===== config.mk =====
export PLATFORM = sky130hd
export DESIGN_NAME = clkdiv_ctrl
export DESIGN_NICKNAME = d
export VERILOG_FILES = /design/src/rtl/clkdiv_pkg.sv /design/src/rtl/clkdiv_period_cnt.sv /design/src/rtl/clkdiv_ctrl.sv
export SDC_FILE = /design/constraint.sdc
export NUM_CORES = 1
export LEC_CHECK = 0
export ABC_AREA = 1
export BUFFER_PORTS_ARGS = -buffer_cell sky130_fd_sc_hd__clkbuf_2
export CAP_MARGIN = 10
export CORE_AREA = 3 3 57 59
export CTS_CLUSTER_DIAMETER = 200
export DETAILED_ROUTE_END_ITERATION = 10
export DIE_AREA = 0 0 60 62
export PLACE_DENSITY = 0.69
export SLEW_MARGIN = 20
export SYNTH_ARGS = -nofsm -noshare
export SYNTH_HDL_FRONTEND = slang
export SYNTH_HIERARCHICAL = 1
export SYNTH_SLANG_ARGS = --single-unit

===== constraint.sdc =====
create_clock -name i_clk -period 3.52 [get_ports i_clk]
set_clock_uncertainty 0.2 [all_clocks]
set_input_delay 0.88 -clock i_clk [delete_from_list [all_inputs] [get_ports i_clk]]
set_output_delay 0.88 -clock i_clk [all_outputs]
set_load 0.005 [all_outputs]

===== src/rtl/clkdiv_pkg.sv =====
`default_nettype none
// ---------------------------------------------------------------------------
// clkdiv_pkg : shared constants and helpers for the clock divider controller
// Rev 1.0
// ---------------------------------------------------------------------------
package clkdiv_pkg;

  localparam logic [1:0] ST_IDLE  = 2'd0;
  localparam logic [1:0] ST_RUN   = 2'd1;
  localparam logic [1:0] ST_DRAIN = 2'd2;

  localparam int unsigned MIN_DIV = 2;

  // Number of high cycles in a period of n cycles (odd n rounds the high phase up).
  function automatic int unsigned high_phase(input int unsigned n);
    return (n + 1) >> 1;
  endfunction

endpackage
`default_nettype wire


===== src/rtl/clkdiv_period_cnt.sv =====
`default_nettype none
// ---------------------------------------------------------------------------
// clkdiv_period_cnt : period counter, wraps at i_last, cleared when not running
// Rev 1.0
// ---------------------------------------------------------------------------
module clkdiv_period_cnt #(
  parameter int W = 4
) (
  input  logic         i_clk,
  input  logic         i_rst,
  input  logic         i_run,
  input  logic [W-1:0] i_last,
  output logic [W-1:0] o_cnt_next,
  output logic         o_wrap
);

  localparam logic [W-1:0] ONE = {{(W-1){1'b0}}, 1'b1};

  logic [W-1:0] cnt_q;
  logic [W-1:0] cnt_d;

  assign o_wrap     = (cnt_q == i_last);
  assign o_cnt_next = cnt_d;

  always_comb begin
    cnt_d = '0;
    if (i_run && !o_wrap) begin
      cnt_d = cnt_q + ONE;
    end
  end

  always_ff @(posedge i_clk) begin
    if (i_rst) begin
      cnt_q <= '0;
    end else begin
      cnt_q <= cnt_d;
    end
  end

endmodule
`default_nettype wire


===== src/rtl/clkdiv_ctrl.sv =====
`default_nettype none
// ---------------------------------------------------------------------------
// clkdiv_ctrl : run/stop and divisor-update controller for the integer divider
// Rev 1.0
// ---------------------------------------------------------------------------
module clkdiv_ctrl #(
  parameter int W           = 4,
  parameter int DEFAULT_DIV = 5
) (
  input  logic         i_clk,
  input  logic         i_rst,
  input  logic         i_en,
  input  logic         i_div_valid,
  input  logic [W-1:0] i_div,
  output logic         o_div_ready,
  output logic         o_clk_div,
  output logic         o_tick,
  output logic         o_busy,
  output logic         o_err,
  output logic [W-1:0] o_div_act
);
  import clkdiv_pkg::*;

  localparam logic [W-1:0] ONE = {{(W-1){1'b0}}, 1'b1};

  logic [1:0]   state_q, state_d;
  logic [W-1:0] div_act_q, div_act_d;
  logic         pend_q, pend_d;
  logic [W-1:0] pend_div_q, pend_div_d;
  logic         ready_q, ready_d;
  logic         err_q, err_d;
  logic         clk_div_q, clk_div_d;
  logic         tick_q, tick_d;
  logic         busy_q, busy_d;

  logic         w_running;
  logic         w_wrap;
  logic [W-1:0] w_cnt_next;
  logic         w_xfer;
  logic         w_legal;
  logic         w_hold;
  logic         w_run_next;
  logic [W:0]   w_high;

  assign w_running = (state_q != ST_IDLE);
  assign w_xfer    = i_div_valid && ready_q;
  assign w_legal   = (i_div >= W'(MIN_DIV));

  clkdiv_period_cnt #(.W(W)) u_cnt (
    .i_clk      (i_clk),
    .i_rst      (i_rst),
    .i_run      (w_running),
    .i_last     (div_act_q - ONE),
    .o_cnt_next (w_cnt_next),
    .o_wrap     (w_wrap)
  );

  always_comb begin
    state_d    = state_q;
    div_act_d  = div_act_q;
    pend_d     = pend_q;
    pend_div_d = pend_div_q;
    err_d      = w_xfer && !w_legal;
    w_hold     = 1'b0;

    case (state_q)
      ST_IDLE: begin
        // Nothing is being divided, so a new divisor can take effect at once.
        if (pend_q) begin
          div_act_d = pend_div_q;
          pend_d    = 1'b0;
        end
        if (w_xfer && w_legal) begin
          div_act_d = i_div;
          w_hold    = 1'b1;
        end
        if (i_en) begin
          state_d = ST_RUN;
        end
      end
      ST_RUN: begin
        if (!i_en) begin
          state_d = w_wrap ? ST_IDLE : ST_DRAIN;
        end
      end
      ST_DRAIN: begin
        if (i_en) begin
          state_d = ST_RUN;
        end else if (w_wrap) begin
          state_d = ST_IDLE;
        end
      end
      default: state_d = ST_IDLE;
    endcase

    // A transfer on the boundary cycle is stored, not applied, so it waits a full period.
    if (w_running) begin
      if (w_wrap && pend_q) begin
        div_act_d = pend_div_q;
        pend_d    = 1'b0;
      end
      if (w_xfer && w_legal) begin
        pend_d     = 1'b1;
        pend_div_d = i_div;
      end
    end

    ready_d    = !(pend_d || w_hold);
    w_run_next = (state_d != ST_IDLE);
    busy_d     = w_run_next;
    tick_d     = w_run_next && (w_cnt_next == '0);
    clk_div_d  = w_run_next && ({1'b0, w_cnt_next} < w_high);
  end

  assign w_high = (W+1)'(high_phase(32'(div_act_d)));

  always_ff @(posedge i_clk) begin
    if (i_rst) begin
      state_q    <= ST_IDLE;
      div_act_q  <= W'(DEFAULT_DIV);
      pend_q     <= 1'b0;
      pend_div_q <= '0;
      ready_q    <= 1'b1;
      err_q      <= 1'b0;
      clk_div_q  <= 1'b0;
      tick_q     <= 1'b0;
      busy_q     <= 1'b0;
    end else begin
      state_q    <= state_d;
      div_act_q  <= div_act_d;
      pend_q     <= pend_d;
      pend_div_q <= pend_div_d;
      ready_q    <= ready_d;
      err_q      <= err_d;
      clk_div_q  <= clk_div_d;
      tick_q     <= tick_d;
      busy_q     <= busy_d;
    end
  end

  assign o_div_ready = ready_q;
  assign o_clk_div   = clk_div_q;
  assign o_tick      = tick_q;
  assign o_busy      = busy_q;
  assign o_err       = err_q;
  assign o_div_act   = div_act_q;

endmodule
`default_nettype wire

* Yosys cells after proc, flatten, opt, wreduce, memory -nomap -nowiden *
Index checks and enable logic that the tools add are counted.

cells by class
  eq/ne operators = 3
  mux-type cells = 18
  reductions and logical operators = 16
  add/subtract/negate cells = 3
  magnitude comparators = 2

operators with widths
  operator             count
  $mux 4               6
  $mux 2               5
  $logic_and 1x1->1    7
  $mux 1               6
  $pmux 2 s3           1
  $add 4x1->5 const B  1
  $lt 4x5->1           1
  $add 4x1->4 const B  1
  $eq 4x4->1           1
  $ge 4x2->1 const B   1
  $logic_not 4->1      1
  $reduce_bool 2->1    2
  $sub 4x1->4 const B  1
  $logic_not 1->1      3
  $eq 2x1->1 const B   1
  $eq 2x2->1 const B   1
  $logic_not 2->1      1
  $reduce_and 2->1     1
  $logic_or 1x1->1     1

storage, ports and cells
  output and inout bits = 9
  bits in registers = 20
  bits of input ports = 8
  word-level logic and storage cells = 52

* Longest topological paths before layout *
Gate-level depths: netlist of run 1.

  depth in word-level cells = 9
  gate-level depth with buffers = 20
  gate-level depth less buffers = 20

* By module *
The synthesis of run 1 kept the hierarchy.

modules (own cells, without submodules)
  module             cells an instance  sequential area each (µm²)  area each (µm²)  times used
  clkdiv_ctrl        124                320.3                       943.4            1
  clkdiv_period_cnt  47                 80.1                        266.5            1

* Worst setup path after synthesis of run 1 *
No wires, ideal clock.

  kind = register to register
  start = register div_act_q[0] (netlist: o_div_act[0])
  end = register clk_div_q (netlist: o_clk_div)
  library setup time = 79 ps
  clock period less this slack = 2890 ps
  stages on the path, launching flop included = 19
  arrival time = 2611 ps
  data required time = 3241 ps
  buffers on the path = 0
  setup slack = 630 ps
  path through = dfxtp_1 > inv_1 > ha_1 > xor2_1 > inv_1 > nand2_1 > nand2_1 > nor2_1 > nand2_2 > inv_1 > nand2_1 > o211ai_1 > nand2_2 > ha_1 > xnor2_1 > ha_1 > a21oi_1 > o21bai_1 > a211oi_2

between the ends
  cells in the longest elaborated chain, start to end = 8
  elaborated cells on any way between the ends = 20
  classes of those cells = add/sub (2); order compare (1); eq/ne (1); mux (11); reduce/logical (5)

ends and longest elaborated chain
  item                    line                     RTL
  start, declared         clkdiv_ctrl.sv:27        logic [W-1:0] div_act_q, div_act_d;
  start signal, assigned  clkdiv_ctrl.sv:120       div_act_q <= W'(DEFAULT_DIV);
  start signal, assigned  clkdiv_ctrl.sv:130       div_act_q <= div_act_d;
  $sub 4x1->4 (*)         clkdiv_ctrl.sv:53        .i_last (div_act_q - ONE),
  $eq 4x4->1 (*)          clkdiv_period_cnt.sv:22  assign o_wrap = (cnt_q == i_last);
  named net w_wrap        clkdiv_ctrl.sv:37        logic w_wrap;
  $logic_and 1x1->1       clkdiv_ctrl.sv:98        if (w_wrap && pend_q) begin
  $mux 4                  clkdiv_ctrl.sv:98
  $mux 4                  clkdiv_ctrl.sv:97        if (w_running) begin
  $add 4x1->5             clkdiv_pkg.sv:16         return (n + 1) >> 1;
  $lt 4x5->1              clkdiv_ctrl.sv:112       clk_div_d = w_run_next && ({1'b0, w_cnt_next} < w_high);
  $logic_and 1x1->1 (*)   clkdiv_ctrl.sv:112
  end signal, assigned    clkdiv_ctrl.sv:135       clk_div_q <= clk_div_d;
  end, declared           clkdiv_ctrl.sv:32        logic clk_div_q, clk_div_d;

The timed path passes the listed nets; every way through them passes the cells marked *.
A chain may end at the register's enable or synchronous reset.

* Worst setup path in the final report of run 1 *
  start = register div_act_q[2] (netlist: o_div_act[2])
  end = register clk_div_q (netlist: o_clk_div)

The elaborated chain is that of the path after synthesis.

==> run_results.csv, run 1 <==
group,metric,value,unit
cts,ctsHtreeMaxLevel,1,
placed_design,post-dp-hpwl,2020,um
setup_path,r2r_cells,18,
cells_and_area,stdcell_count,220,
cts,cts_root_buf,"clkbuf_4",
floorplanning,core_area,2760,um2
grt,grt_use_met1,18.2,%
setup_path,r2r-end,"o_clk_div$_SDFF_PP0_",
setup_path,crit_end,"o_clk_div$_SDFF_PP0_",
cells_and_area,fin_nets,204,
synthesis,synth.avg_cell_area,7.08,um2
detailed_routing,drc_errors,0,
grt,grtUsageTotal,14.9,%
power_and_ir_drop,finalPower,592,uW
placed_design,globalplace.congestion,0.823,
cts,cts.clk_slew.worst_paths,0.12,ns
synthesis,synth_cell_types,31,
power_and_ir_drop,powerDensity,434,nW/um2
timing,whs,0.287,ns
synthesis,synth_top_area_cell,"dfxtp_1",
power_and_ir_drop,p_seq_share,42.8,%
synthesis,synth_commonest_cells,"34 x inv_1, 33 x nand2_1, 20 x dfxtp_1, 18 x nand3_1, 9 x nor2_1",
timing,setup_ws,0.347,ns
cells_and_area,syn_to_final_growth,12.6,%
setup_path,start_kind,"register",
timing,fin_crit_sh,90.1,%
power_and_ir_drop,power.internal,414,uW
grt,grt_pass1_wl,4220,um
detailed_routing,drt-pass1-iter-count,4,
synthesis,synthFlopType,"dfxtp_1",
cts,cts_tree,"yes",
cts,clock_sinks,20,
detailed_routing,routed_wl,2520,um
outcome,outcome,"finished, final reports clean",
timing,hold_viol,0,
timing,slew_headroom,72.1,%
floorplanning,start_util,43.9,%
synthesis,ys_seq_area_share,33.1,%
power_and_ir_drop,swShare,30.0,%
synthesis,yosysWarnings,6,
power_and_ir_drop,power.leakage,0.000723,uW
detailed_routing,vias_per_cell,5.12,
timing,layout_min_cycle_time,3.17,ns
synthesis,synth.most_common_cell,"inv_1",
grt,grt_overflow,0,
setup_path,critical_path_required,3.55,ns
floorplanning,dieHeight,62,um
cells_and_area,diodes,0,
detailed_routing,ant_nets,0,
floorplanning,rows,19,
cts,postCtsHoldBufs,0,
synthesis,synthCells,171,
grt,antenna_found_initial,0,
cts,clockBufferDepth,2,
synthesis,synth_top_cell_area_share,33.1,%
hold_path,min_path_type,"reg -> reg",
floorplanning,die_w,60,um
grt,grt_pass1_vias,1011,
placed_design,placed_cells,216,
floorplanning,dieArea,3720,um2
cells_and_area,drive_above_1_share,22.8,%
timing,worst_pin_slew,0.418,ns
cts,cts-buffers-inserted,3,
cts,clk_latency,0.31,ns
synthesis,ys_seq_elements,20,
hold_path,hp-start,"pend_div_q[3]$_SDFFE_PP0P_",
synthesis,synth-edff-count,0,
grt,use_met3,1.86,%
grt,grtUsageMet2,26.5,%
setup_path,crit_path_end_kind,"register",
floorplanning,boundaryPins,17,
setup_path,critPathKind,"reg -> reg",
setup_path,cp-startpoint,"o_div_act[2]$_SDFF_PP1_",
cts,cts_resized,0,
power_and_ir_drop,pwr-share-comb,25.3,%
timing,setup_violations,0,
setup_path,r2r_start,"o_div_act[2]$_SDFF_PP1_",
grt,grt_max_degree,14,
power_and_ir_drop,ir_worst_vdd,0.308,mV
job,cap_violations,0,
setup_path,rrSetupSlack,0.35,ns
power_and_ir_drop,switchingPower,178,uW
timing,slew_viol_final,0,
detailed_routing,wl_per_cell,11.5,um
setup_path,worst-path-max-fanout,7,
synthesis,syn_area,1210,um2
grt,busiest_layer,"met2",
placed_design,portBuffers,16,
placed_design,place_ws,0.336,ns
synthesis,async_flop_share,0,%
synthesis,synth_area_leaders,"dfxtp_1 33%, inv_1 11%, nand2_1 10%",
timing,tns,0,ns
detailed_routing,drtIter0Drc,38,
timing,fmax,315,MHz
cts,post_cts_buffers,0,
setup_path,arrival,3.20,ns
synthesis,syn-num-nets,185,
detailed_routing,num_vias,1126,
power_and_ir_drop,clkPwrFrac,31.9,%
[cell families after synthesis]
logic type      synth area share (%)
fa+ha+maj                       6.20
buf+inv                         13.3
simple gates                    32.7
flops                           33.1
compound gates                  11.8
xor+xnor                        2.90
[power groups by stage]
stage	logic [uW]	clock network [uW]	registers (uW)
2_1_floorplan	113	0	256
3_3_place_gp	144	0	257
3_5_place_dp	149	0	258
4_1_cts	151	193	253
5_1_grt	173	205	256
6_report	150	189	253
[critical path: stages, from the launching register on]
cell and delay [ns]:
dfxtp_1 0.42, inv_1 0.08, nand3_1 0.10, xor2_1 0.22
inv_1 0.06, nand2_1 0.05, nand2_1 0.04, nor2_1 0.10
nand2_2 0.09, inv_1 0.12, nand2_2 0.12, o211ai_1 0.29
nand2_2 0.11, ha_1 0.21, xnor2_1 0.20, ha_1 0.26
a21oi_1 0.14, o21bai_1 0.08, a211oi_2 0.17
[routing by layer]
metal | up-vias | routed length, um
met5 | - | 0
met4 | 0 | 29
met3 | 2 | 102
met2 | 22 | 1240
met1 | 526 | 1150
li1 | 576 | -
[area by class of cell]
| cell class | instances | area [um2] |
|---|---|---|
| clock inverters | 1 | 30.0 |
| clock buffers | 3 | 22.5 |
| flip-flops and latches | 20 | 402 |
| well taps | 31 | 38.8 |
| multi-input cells | 112 | 651 |
| fillers | 287 | 1400 |
| repair buffers | 16 | 80.1 |
| inverters | 37 | 139 |
[cell usage in the layout (no fill, tap or decap), types with 4 or more instances in the layout]
master | Yosys | layout
o21ai_1 | 4 | 4
nand3_1 | 18 | 18
a21oi_1 | 6 | 6
ha_1 | 6 | 6
o21ai_0 | 5 | 5
clkbuf_2 | 0 | 16
nand2_2 | 7 | 8
dfxtp_1 | 20 | 19
nor2_1 | 9 | 9
nand2_1 | 33 | 32
inv_1 | 34 | 34
[registers in the layout, summed over array words and instances (netlist names)]
signal,flops
o_div_act,4
pend_div_q,4
u_cnt/cnt_q,4
state_q,2
o_busy,1
o_clk_div,1
o_div_ready,1
o_err,1
o_tick,1
pend_q,1
[worst min-delay path by stage]
stage	end	slack (ns)	cells after the start
2_1_floorplan	pend_div_q[0]$_SDFFE_PP0P_	0.24	2
3_3_place_gp	pend_div_q[3]$_SDFFE_PP0P_	0.26	2
3_5_place_dp	pend_div_q[3]$_SDFFE_PP0P_	0.27	2
4_1_cts	pend_div_q[3]$_SDFFE_PP0P_	0.29	2
5_1_grt	o_err$_SDFF_PP0_	0.32	2
6_report	pend_div_q[3]$_SDFFE_PP0P_	0.29	2
[stage by stage]
| stage | util, % | area [um2] |
|---|---|---|
| after global placement | 47.4 | 1310 |
| after floorplan | - | 1210 |
| final | 49.4 | 1360 |
| after detailed placement | 47.4 | 1310 |
| after global routing | 49.4 | 1360 |
| after CTS | 49.3 | 1360 |
Note: power is estimated with default switching activity, not from simulation.
==> run 2: changes to the inputs <==
- PLACE_DENSITY: 0.69 -> not set
- PLACE_DENSITY_LB_ADDON: not set -> 0.25
==> run 2 against run 1 <==
  * Global-route usage increased by 0.78 points
  * Cell count increased by 0.45%
  * Non-clock buffer count increased by 1
  * Final area increased by 0.46%
  * Critical path depth unchanged
  * Hold slack improved by 0.0085 ns
  * Via count decreased by 4.4%
  * Die area unchanged
  * Sequential cell count unchanged
  * Largest cell class unchanged
==> run_results.csv, run 2 (synthesized netlist as in run 1, its figures left out) <==
group,metric,value,unit
setup_path,critical_path_buf_inv_count,3,
placed_design,post-dp-hpwl,2020,um
timing,rsz0062_at_grt,"false",
setup_path,cpMaxStageDelayCell,"dfxtp_1",
cts,ctsHtreeMaxLevel,1,
detailed_routing,drt-pass1-iter-count,4,
grt,grt_pass1_wl,4420,um
cells_and_area,fin_nets,205,
grt,grtUsageTotal,15.7,%
cells_and_area,layout_common_cells,"34 x inv_1, 32 x nand2_1, 20 x dfxtp_1, 18 x nand3_1, 16 x clkbuf_2",
power_and_ir_drop,powerDensity,433,nW/um2
cts,clock_sinks,20,
power_and_ir_drop,ir_worst_vdd,0.237,mV
cells_and_area,stdcell_count,221,
cells_and_area,drive_above_1_share,22.6,%
placed_design,globalplace.congestion,0.820,
timing,tns,0,ns
cts,cts-buffers-inserted,3,
cells_and_area,utilization,49.6,%
cts,postCtsHoldBufs,0,
setup_path,worst-path-max-fanout,7,
grt,grt_overflow,0,
cts,clk_latency,0.30,ns
grt,antenna_found_initial,0,
outcome,outcome,"finished, final reports clean",
detailed_routing,num_vias,1076,
detailed_routing,drc_errors,0,
setup_path,start_kind,"register",
detailed_routing,wl_per_cell,11.5,um
setup_path,crit_path_end_kind,"register",
grt,grt_pass1_vias,1032,
detailed_routing,vias_per_cell,4.87,
placed_design,placed_cells,216,
timing,fmax,314,MHz
floorplanning,start_util,43.9,%
floorplanning,die_w,60,um
timing,fin_crit_sh,90.6,%
floorplanning,dieArea,3720,um2
cells_and_area,n_fill_cell,277,
timing,setup_violations,0,
floorplanning,boundaryPins,17,
cells_and_area,diodes,0,
setup_path,arrival,3.23,ns
timing,worst_pin_slew,0.422,ns
setup_path,worstPathCellList,"inv_1 -> ha_1 -> xor2_1 -> inv_1 -> nand2_1 -> nand2_1 -> nor2_1 -> nand2_2 -> inv_1 -> nand2_2 -> o211ai_1 -> nand2_2 -> ha_1 -> xnor2_1 -> ha_1 -> a21oi_1 -> o21bai_1 -> a211oi_2",
power_and_ir_drop,power.leakage,0.000728,uW
job,cap_violations,0,
cells_and_area,layout_commonest_cell,"inv_1",
hold_path,min_path_type,"reg -> reg",
timing,layout_min_cycle_time,3.19,ns
detailed_routing,drtIter0Drc,41,
cells_and_area,syn_to_final_growth,13.1,%
timing,hold_viol,0,
detailed_routing,ant_nets,0,
setup_path,cpLargestDelayFamily,"compound AO/OA/AOI/OAI gates",
cts,cts_root_buf,"clkbuf_4",
floorplanning,dieHeight,62,um
setup_path,critPathKind,"reg -> reg",
grt,grt_max_degree,14,
setup_path,slowest_delay,0.39,ns
floorplanning,core_area,2760,um2
timing,slew_headroom,71.8,%
cts,cts_tree,"yes",
placed_design,portBuffers,16,
timing,slew_viol_final,0,
cts,cts.clk_slew.worst_paths,0.12,ns
setup_path,critical_path_required,3.56,ns
floorplanning,rows,19,
detailed_routing,routed_wl,2550,um
cts,clockBufferDepth,2,
[run 2: cell types whose count changed in the layout (fill, tap and decap cells not counted), sizes merged]
cell,change
buf,+1
[run 2: cell type report]
type	instances	area, um2	share of cell area [%]
repair buffers	17	87.6	6.40
clock buffers	3	22.5	1.65
flip-flops and latches	20	400	29.3
multi-input cells	112	651	47.5
well taps	31	38.8	2.83
inverters	37	139	10.1
clock inverters	1	30.0	2.19
[run 2: through the flow]
stage               hold WS (ns)  area, um2  setup slack [ns]  power [uW]
floorplan                  0.243       1210             0.630         369
global placement           0.262       1310             0.490         403
detailed placement         0.270       1310             0.341         407
CTS                        0.289       1360             0.305         600
global route               0.310       1370            0.0282         635
finish                     0.295       1370             0.332         593
[run 2: worst paths after layout]
kind / from / endpoint / slack, ns / cells past startpoint
worst min-delay path: pend_div_q[3]$_SDFFE_PP0P_ / pend_div_q[3]$_SDFFE_PP0P_ / 0.30 / 2
worst min register to register: pend_div_q[3]$_SDFFE_PP0P_ / pend_div_q[3]$_SDFFE_PP0P_ / 0.30 / 2
worst max register to register: o_div_act[0]$_SDFF_PP1_ / o_clk_div$_SDFF_PP0_ / 0.33 / 18
worst max-delay path: o_div_act[0]$_SDFF_PP1_ / o_clk_div$_SDFF_PP0_ / 0.33 / 18
[run 2: report_power, final]
part	leakage [uW]	internal (uW)	switching (uW)
clock	0.0000279	115	74.3
combinational	0.000536	58.4	91.8
sequential	0.000164	241	11.6
[run 2: tightest hold or removal path, delay by kind of cell (launching register included)]
family / cells / cell delay [ns]
flip-flops: 1 / 0.34
buffers and inverters: 1 / 0.07
AO/OA/AOI/OAI: 1 / 0.05
[run 2: metal layers]
metal,GRT usage [%],share of wire [%],vias to the layer above
met5,0,0,-
met4,6.01,1.5,0
met3,2.07,3.5,4
met2,26.2,48,17
met1,20.5,47,480
li1,-,-,575
[run 2: timing repair]
item                       CTS  global route
setup buffers                0             1
setup endpoints to repair    0             1
resized for setup            0             1
==> run 3: changes to the inputs <==
- clock period: 3.52 -> 4 ns (I/O delays scaled with it)
==> run 3 against run 2 <==
  * Utilization shrank 0.36 points
  * Via count fell by 0.56%
  * Combinational power decreased by 13%
  * Clock-buffer cell count stayed put
  * Die area did not move
  * Sequential power is 12% lower
  * Clock power shrank 12%
  * Sequential cell count unchanged
  * Maximum frequency fell by 0.74%
  * Worst setup slack improved by 0.46 ns
  * Hold slack worse by 0.0038 ns
  * Largest cell class unchanged
==> run_results.csv, run 3 (synthesized netlist as in run 1, its figures left out) <==
group,metric,value,unit
cts,post_cts_buffers,0,
job,cap_violations,0,
power_and_ir_drop,swShare,29.9,%
cts,clockBufferDepth,2,
outcome,outcome,"finished, final reports clean",
power_and_ir_drop,powerDensity,382,nW/um2
cts,cts_resized,0,
timing,tns,0,ns
setup_path,r2r_cells,18,
cells_and_area,fin_nets,204,
power_and_ir_drop,switchingPower,156,uW
cells_and_area,n_fill_cell,278,
timing,fin_crit_sh,80.3,%
timing,slew_headroom,72.6,%
setup_path,critPathKind,"reg -> reg",
setup_path,critical_path_required,4.04,ns
grt,grt_max_degree,14,
floorplanning,dieArea,3720,um2
placed_design,portBuffers,16,
cells_and_area,stdcell_count,220,
floorplanning,boundaryPins,17,
detailed_routing,drtIter0Drc,37,
timing,slew_viol_final,0,
timing,layout_min_cycle_time,3.21,ns
setup_path,arrival,3.25,ns
power_and_ir_drop,p_seq_share,42.8,%
setup_path,crit_end,"o_clk_div$_SDFF_PP0_",
timing,fmax,311,MHz
setup_path,worst-path-max-fanout,7,
floorplanning,die_w,60,um
cells_and_area,drive_above_1_share,21.7,%
cts,cts_root_buf,"clkbuf_4",
floorplanning,core_area,2760,um2
grt,grt_pass1_vias,1032,
floorplanning,start_util,43.9,%
cells_and_area,syn_to_final_growth,12.3,%
grt,grt_pass1_wl,4420,um
cts,postCtsHoldBufs,0,
timing,worst_pin_slew,0.410,ns
power_and_ir_drop,ir_worst_vdd,0.209,mV
placed_design,post-dp-hpwl,2020,um
setup_path,crit_path_end_kind,"register",
cts,cts_tree,"yes",
setup_path,r2r_start,"o_div_act[0]$_SDFF_PP1_",
detailed_routing,ant_nets,0,
cells_and_area,layout_common_cells,"34 x inv_1, 33 x nand2_1, 20 x dfxtp_1, 18 x nand3_1, 16 x clkbuf_2",
timing,rsz0062_at_grt,"false",
grt,grt_overflow,0,
grt,antenna_found_initial,0,
floorplanning,rows,19,
timing,setup_violations,0,
setup_path,cp-startpoint,"o_div_act[0]$_SDFF_PP1_",
cts,clk_latency,0.30,ns
power_and_ir_drop,clkPwrFrac,32.1,%
power_and_ir_drop,power.internal,364,uW
detailed_routing,drt-pass1-iter-count,4,
cts,cts.clk_slew.worst_paths,0.12,ns
detailed_routing,vias_per_cell,4.86,
hold_path,min_path_type,"reg -> reg",
placed_design,placed_cells,216,
timing,hold_viol,0,
detailed_routing,drc_errors,0,
cts,clock_sinks,20,
cts,ctsHtreeMaxLevel,1,
placed_design,globalplace.congestion,0.820,
power_and_ir_drop,pwr-share-comb,25.1,%
cells_and_area,layout_commonest_cell,"inv_1",
cts,cts-buffers-inserted,3,
cells_and_area,diodes,0,
detailed_routing,num_vias,1070,
setup_path,rrSetupSlack,0.79,ns
setup_path,start_kind,"register",
floorplanning,dieHeight,62,um
grt,grtUsageTotal,15.7,%
detailed_routing,routed_wl,2520,um
setup_path,r2r-end,"o_clk_div$_SDFF_PP0_",
power_and_ir_drop,power.leakage,0.000723,uW
cells_and_area,register_area,400,um2
detailed_routing,wl_per_cell,11.5,um
cells_and_area,multiInputGateArea,648,um2
==> run 3: cell types whose count changed in the layout (fill, tap and decap cells not counted) <==
cell     delta
nand2_2     -1
buf_4       -1
nand2_1     +1
==> run 3: stage by stage <==
step	cell area (um2)	util, %	setup slack, ns	hold WS (ns)	power, uW
after floorplan	1210	-	1.11	0.243	325
after global placement	1310	47.4	0.970	0.262	354
after detailed placement	1310	47.4	0.821	0.270	359
after CTS	1360	49.3	0.785	0.289	528
after global routing	1360	49.3	0.443	0.310	557
final	1360	49.3	0.789	0.291	520
==> run 3: per-layer routing <==
layer	track usage [%]	wire, um	up-vias
met5	0	0	-
met4	6.01	38	0
met3	2.07	83	4
met2	26.2	1220	22
met1	20.5	1190	471
li1	-	-	573
==> run 3: power groups by stage <==
stage	Sequential, uW	Clock, uW	Combinational [uW]
after CTS	223	174	132
after global routing	224	182	151
after global placement	227	0	128
final	223	167	130
after detailed placement	227	0	131
after floorplan	225	0	99.4
==> run 3: worst min path at each step <==
stage                          startpoint                          to  cells after the start
3_3_place_gp   pend_div_q[3]$_SDFFE_PP0P_  pend_div_q[3]$_SDFFE_PP0P_                      2
3_5_place_dp   pend_div_q[3]$_SDFFE_PP0P_  pend_div_q[3]$_SDFFE_PP0P_                      2
6_report       pend_div_q[3]$_SDFFE_PP0P_  pend_div_q[3]$_SDFFE_PP0P_                      2
2_1_floorplan  pend_div_q[0]$_SDFFE_PP0P_  pend_div_q[0]$_SDFFE_PP0P_                      2
4_1_cts        pend_div_q[3]$_SDFFE_PP0P_  pend_div_q[3]$_SDFFE_PP0P_                      2
5_1_grt        pend_div_q[3]$_SDFFE_PP0P_  pend_div_q[3]$_SDFFE_PP0P_                      2
==> run 3: worst max-delay path: stages (launching register included) <==
cell and delay (ns):
dfxtp_1 0.39, inv_1 0.11, ha_1 0.23, xor2_1 0.17
inv_1 0.06, nand2_1 0.06, nand2_1 0.05, nor2_1 0.12
nand2_2 0.09, inv_1 0.10, nand2_1 0.15, o211ai_1 0.30
nand2_2 0.11, ha_1 0.21, xnor2_1 0.16, ha_1 0.24
a21oi_1 0.15, o21bai_1 0.08, a211oi_2 0.17
==> run 3: cell type report <==
| class | count | share of cell area [%] |
|---|---|---|
| Clock buffer | 3 | 1.66 |
| Clock inverter | 1 | 2.21 |
| Inverter | 37 | 10.2 |
| Multi-Input combinational cell | 112 | 47.7 |
| Sequential cell | 20 | 29.5 |
| Tap cell | 31 | 2.85 |
| Timing Repair Buffer | 16 | 5.89 |
